**src/rtl/trainer_pkg.sv**
```systemverilog
// Shared types and board defaults for the logic trainer input front end.
package trainer_pkg;

    typedef enum logic [1:0] {
        MODE_MANUAL    = 2'b00,
        MODE_AUTO_RUN  = 2'b01,
        MODE_AUTO_HOLD = 2'b10
    } trainer_mode_t;

    // 2 ms debounce window and 1 s auto-run step at the 10 MHz board clock
    localparam int DEFAULT_DEBOUNCE_CYCLES = 20000;
    localparam int DEFAULT_AUTO_PERIOD     = 10000000;

endpackage

```
**src/rtl/trainer_debounce.sv**
```systemverilog
// Two-flop synchroniser, stability-count debouncer and rising-edge pulse for one raw input.
module trainer_debounce #(
    parameter int DEBOUNCE_CYCLES = 20000
) (
    input  logic clk,
    input  logic rst_n,
    input  logic ena,
    input  logic raw,
    output logic level,
    output logic rise
);

    localparam int CNT_W = $clog2(DEBOUNCE_CYCLES);
    localparam logic [CNT_W-1:0] CNT_MAX = CNT_W'(DEBOUNCE_CYCLES - 1);

    logic             sync1;
    logic             sync2;
    logic             rise_r;
    logic [CNT_W-1:0] cnt;

    // The edge pulse is registered together with the level so both rise on the same edge
    always_ff @(posedge clk or negedge rst_n) begin
        if (!rst_n) begin
            sync1  <= 1'b0;
            sync2  <= 1'b0;
            level  <= 1'b0;
            rise_r <= 1'b0;
            cnt    <= '0;
        end else if (ena) begin
            sync1  <= raw;
            sync2  <= sync1;
            rise_r <= 1'b0;
            if (sync2 == level) begin
                cnt <= '0;
            end else if (cnt == CNT_MAX) begin
                level  <= sync2;
                rise_r <= sync2;
                cnt    <= '0;
            end else begin
                cnt <= cnt + 1'b1;
            end
        end
    end

    assign rise = rise_r & ena;

endmodule

```
**src/rtl/trainer_input_conditioner.sv**
```systemverilog
// Produces gate operands a/b from debounced switches or from the auto truth-table sequencer.
module trainer_input_conditioner
    import trainer_pkg::*;
#(
    parameter int DEBOUNCE_CYCLES = DEFAULT_DEBOUNCE_CYCLES,
    parameter int AUTO_PERIOD     = DEFAULT_AUTO_PERIOD
) (
    input  logic       clk,
    input  logic       rst_n,
    input  logic       ena,
    input  logic       sw_a_raw,
    input  logic       sw_b_raw,
    input  logic       btn_mode_raw,
    input  logic       btn_step_raw,
    output logic       a,
    output logic       b,
    output logic [1:0] mode,
    output logic       pattern_tick
);

    localparam int PER_W = $clog2(AUTO_PERIOD);
    localparam logic [PER_W-1:0] PER_MAX = PER_W'(AUTO_PERIOD - 1);

    logic sw_a, sw_b, mode_level, step_level;
    logic sw_a_rise_unused, sw_b_rise_unused, mode_rise, step_rise;

    trainer_mode_t    state;
    logic [1:0]       pattern;
    logic [1:0]       pattern_inc;
    logic [PER_W-1:0] period_cnt;
    logic             tick_r;

    trainer_debounce #(.DEBOUNCE_CYCLES(DEBOUNCE_CYCLES)) u_sw_a (
        .clk(clk), .rst_n(rst_n), .ena(ena), .raw(sw_a_raw),
        .level(sw_a), .rise(sw_a_rise_unused)
    );
    trainer_debounce #(.DEBOUNCE_CYCLES(DEBOUNCE_CYCLES)) u_sw_b (
        .clk(clk), .rst_n(rst_n), .ena(ena), .raw(sw_b_raw),
        .level(sw_b), .rise(sw_b_rise_unused)
    );
    trainer_debounce #(.DEBOUNCE_CYCLES(DEBOUNCE_CYCLES)) u_btn_mode (
        .clk(clk), .rst_n(rst_n), .ena(ena), .raw(btn_mode_raw),
        .level(mode_level), .rise(mode_rise)
    );
    trainer_debounce #(.DEBOUNCE_CYCLES(DEBOUNCE_CYCLES)) u_btn_step (
        .clk(clk), .rst_n(rst_n), .ena(ena), .raw(btn_step_raw),
        .level(step_level), .rise(step_rise)
    );

    assign pattern_inc = pattern + 2'd1;

    // a/b are loaded on the same edge as the pattern so the tick lines up with the visible change
    always_ff @(posedge clk or negedge rst_n) begin
        if (!rst_n) begin
            state      <= MODE_MANUAL;
            pattern    <= 2'b00;
            period_cnt <= '0;
            a          <= 1'b0;
            b          <= 1'b0;
            tick_r     <= 1'b0;
        end else if (ena) begin
            tick_r <= 1'b0;
            case (state)
                MODE_MANUAL: begin
                    if (mode_rise) begin
                        state      <= MODE_AUTO_RUN;
                        pattern    <= 2'b00;
                        period_cnt <= '0;
                        {a, b}     <= 2'b00;
                    end else begin
                        {a, b} <= {sw_a, sw_b};
                    end
                end
                MODE_AUTO_RUN: begin
                    if (mode_rise) begin
                        state      <= MODE_AUTO_HOLD;
                        period_cnt <= '0;
                        {a, b}     <= pattern;
                    end else if (period_cnt == PER_MAX) begin
                        period_cnt <= '0;
                        pattern    <= pattern_inc;
                        {a, b}     <= pattern_inc;
                        tick_r     <= 1'b1;
                    end else begin
                        period_cnt <= period_cnt + 1'b1;
                    end
                end
                MODE_AUTO_HOLD: begin
                    if (mode_rise) begin
                        state  <= MODE_MANUAL;
                        {a, b} <= {sw_a, sw_b};
                    end else if (step_rise) begin
                        pattern <= pattern_inc;
                        {a, b}  <= pattern_inc;
                        tick_r  <= 1'b1;
                    end
                end
                default: state <= MODE_MANUAL;
            endcase
        end
    end

    assign mode         = state;
    assign pattern_tick = tick_r & ena;

endmodule

```
**config.mk**
```make
export PLATFORM = sky130hd
export DESIGN_NAME = trainer_input_conditioner
export DESIGN_NICKNAME = d
export VERILOG_FILES = /design/src/rtl/trainer_pkg.sv /design/src/rtl/trainer_debounce.sv /design/src/rtl/trainer_input_conditioner.sv
export SDC_FILE = /design/constraint.sdc
export NUM_CORES = 1
export LEC_CHECK = 0
export CORE_UTILIZATION = 35
export DETAILED_ROUTE_END_ITERATION = 10
export DONT_BUFFER_PORTS = 1
export GPL_ROUTABILITY_DRIVEN = 0
export PLACE_DENSITY = 0.59
export SLEW_MARGIN = 5
export SYNTH_ARGS = -nofsm -noshare
export SYNTH_HDL_FRONTEND = slang
export SYNTH_SLANG_ARGS = --single-unit
```
**constraint.sdc**
```tcl
create_clock -name clk -period 3.07 [get_ports clk]
set_clock_uncertainty 0.15 [all_clocks]
set_input_delay 0.4605 -clock clk [delete_from_list [all_inputs] [get_ports clk]]
set_output_delay 0.4605 -clock clk [all_outputs]
set_load 0.01 [all_outputs]
```
==> results.cfg <==
[route]
routedWlPerCell_um = 15.80
firstDrtPassIters = 5
wirelength_um = 13460
viasPerCell = 5.836
vias = 4972
antenna_left = 0
drc = 0
dr.first_iter.drc_count = 465

[floorplanning]
core_area_mm2 = 0.01664
ios = 12
fp.dieW_um = 132.6
start_util = 0.3588
rows = 47
dieArea_mm2 = 0.01759
die_h_um = 132.6

[timing]
setup_viol = 0
clock.fmax_ghz = 0.3933
tns_ns = 0
slew_viol_final = 0
period_share = 0.8281
rsz0062_at_grt = no
hold_slack_ns = 0.08475
worst_pin_slew_ns = 0.8792
hold_viol = 0
finalCriticalPeriod_ns = 2.542
slew_headroom = 0.4117

[worst_setup_path]
cp-start-kind = register
worstPathRequired_ns = 3.21
r2r_start = mode[1]$_DFFE_PN0P_
regToRegSetupSlack_ns = 0.53
worstRegToRegCells = 7
r2r-end = period_cnt[9]$_DFFE_PN0P_
critPathMaxFanout = 12
cp.arrival_ns = 2.69
end_kind = register
worstSetupPathType = reg2reg

[global_routing]
antenna_found_initial = 0
grt_max_degree = 106
grt_pass1_wl_um = 23120
grt-ovfl-total = 0
grt_util_all_layers = 0.1620
grt_pass1_vias = 4660

[cells_and_area]
syn2layout_area_growth_pct = 7.626
drive_gt1_frac = 0.09177
fin_nets = 644
num_antenna_cells = 0

[logic_synthesis]
synth.most_common_cell = dfrtp_1
ys_types = 67
synthFlopType = dfrtp_1
netlist.area_leader.share = 0.4400
synthXorXnorAreaFrac = 0.01760
synth_nets = 658
synth_seq_area_share = 0.4400
async_flop_share = 1.000
yosys.area.top_type = dfrtp_1
synth_commonest_cells = dfrtp_1 (105), nand2_1 (71), o21ai_0 (48)
syn_avg_cell_area_um2 = 9.302
yosys-top-cells-area = dfrtp_1 (44%), nand2_1 (4.5%), o21ai_0 (4.0%)
synth-simple-area-share = 0.2453
synthMuxAreaShare = 0.04546
synthAdderAreaFrac = 0.01886
syn-cell-area_mm2 = 0.005972
synth_compound_area_frac = 0.1881
synth_edf_count = 0
yosys_register_bits = 105
syn_inst = 642
ys_warn_count = 0
synth_top_family_by_area = simple AND/OR/NAND/NOR gates

[hold_path]
min-delay-start = ena
hp-class = in2reg
holdPathEnd = u_sw_b.cnt[0]$_DFFE_PN0P_
hold_depth = 1

[clock_tree]
cts_resized = 0
cts.path.max_buffers = 2
cts.sinks = 105
cts-buffers-inserted = 9
post-cts-setup-buffers = 0
cts_tree = yes
root_buffer = clkbuf_16
cts.clk_slew.worst_paths_ns = 0.07
clk_latency_ns = 0.36
htree_levels = 3

[pwr]
power_uw = 3267
p_per_area_mw_per_mm2 = 508.3
vdd_drop_max_v = 0.0002988
power_leakage_uw = 0.002536

[place]
dp_hpwl_um = 8878
portBuffers = 0

[job]
drv_cap = 0

[status]
outcome = completed
## area by class of cell
cell class	count	area [µm²]
Inverter	23	86.33
Fill cell	1638	10210
Clock buffer	9	225.2
Timing Repair Buffer	6	67.56
Multi-Input combinational cell	483	3078
Clock inverter	6	67.56
Sequential cell	105	2628
Tap cell	220	275.3
## cells in the final DEF (no fill, tap or decap), types with 2 or more instances in the layout
cell type  instances
nor2_1            39
o21ai_0           48
nand2_1           71
mux2i_1            8
mux2_2            17
xor2_1             5
a21oi_1           27
inv_1             23
nor4_1             5
or3_1             13
clkinv_2           2
a22oi_1            2
or4b_1             2
o31ai_1            7
and2_1             4
a41oi_1            7
o21bai_1           2
dfrtp_1          105
a22o_1            23
nor4b_1            2
a32oi_1            3
nand4_1           18
ha_1               9
and4_1             3
nor4_4             4
and4b_1            2
buf_4              4
nor3_1            21
clkbuf_16          9
nor2b_1            2
nand4b_1           3
o2bb2ai_1          4
nand2b_1           3
and3_1            12
xnor2_1            7
nand3_1           43
or2_2              4
a31oi_1           36
## report_power, final
| part | internal (µW) | total, µW | switching, µW |
|---|---|---|---|
| combinational | 195 | 465 | 270 |
| sequential | 1490 | 1630 | 143 |
| clock | 634 | 1170 | 538 |
## layer usage
layer  GRT usage  vias up  share of wire
met4     0.07280        0          0.024
met3     0.03678       23          0.050
met1      0.2198     2457           0.47
met2      0.2462      118           0.46
li1            -     2374              -
met5           0        -              0
## per-stage QoR
stage | cell area [µm²] | utilization | instances | setup slack, ns
6_report | 6427 | 0.3862 | 852 | 0.5277
5_1_grt | 6427 | 0.3862 | 852 | 0.2994
4_1_cts | 6390 | 0.3840 | 850 | 0.5388
3_5_place_dp | 6097 | 0.3664 | 835 | 0.5909
3_3_place_gp | 6097 | 0.3664 | 835 | 0.7336
2_1_floorplan | 5972 | - | 642 | 0.8954
## how the worst max path moves through the flow
stage / to / start / slack [ns]
after floorplan: pattern[0]$_DFFE_PN0P_ / period_cnt[0]$_DFFE_PN0P_ / 0.90
after global routing: period_cnt[9]$_DFFE_PN0P_ / mode[1]$_DFFE_PN0P_ / 0.30
after CTS: a$_DFFE_PN0P_ / mode[1]$_DFFE_PN0P_ / 0.54
after global placement: b$_DFFE_PN0P_ / mode[1]$_DFFE_PN0P_ / 0.73
final: period_cnt[9]$_DFFE_PN0P_ / mode[1]$_DFFE_PN0P_ / 0.53
after detailed placement: a$_DFFE_PN0P_ / mode[1]$_DFFE_PN0P_ / 0.59
## logic make-up after synthesis
| group | after synthesis |
|---|---|
| flops | 105 |
| compound gates | 172 |
| xor+xnor | 12 |
| simple gates | 265 |
| buf+inv | 54 |
| fa+ha+maj | 9 |
| mux | 25 |
## critical path: stages, from the launching register on
cell	delay, ns
dfrtp_1	0.45
inv_1	0.14
ha_1	0.41
a21boi_1	0.56
o31ai_1	0.20
buf_4	0.22
o21ai_0	0.18
a22o_1	0.16
## registers in the layout, summed over array words and instances (netlist names), 2 cells and up
signal          count
pattern             2
u_sw_a.cnt         15
u_sw_b.cnt         15
mode                2
u_btn_step.cnt     15
period_cnt         24
u_btn_mode.cnt     15
(Power assumes the default switching activity.)
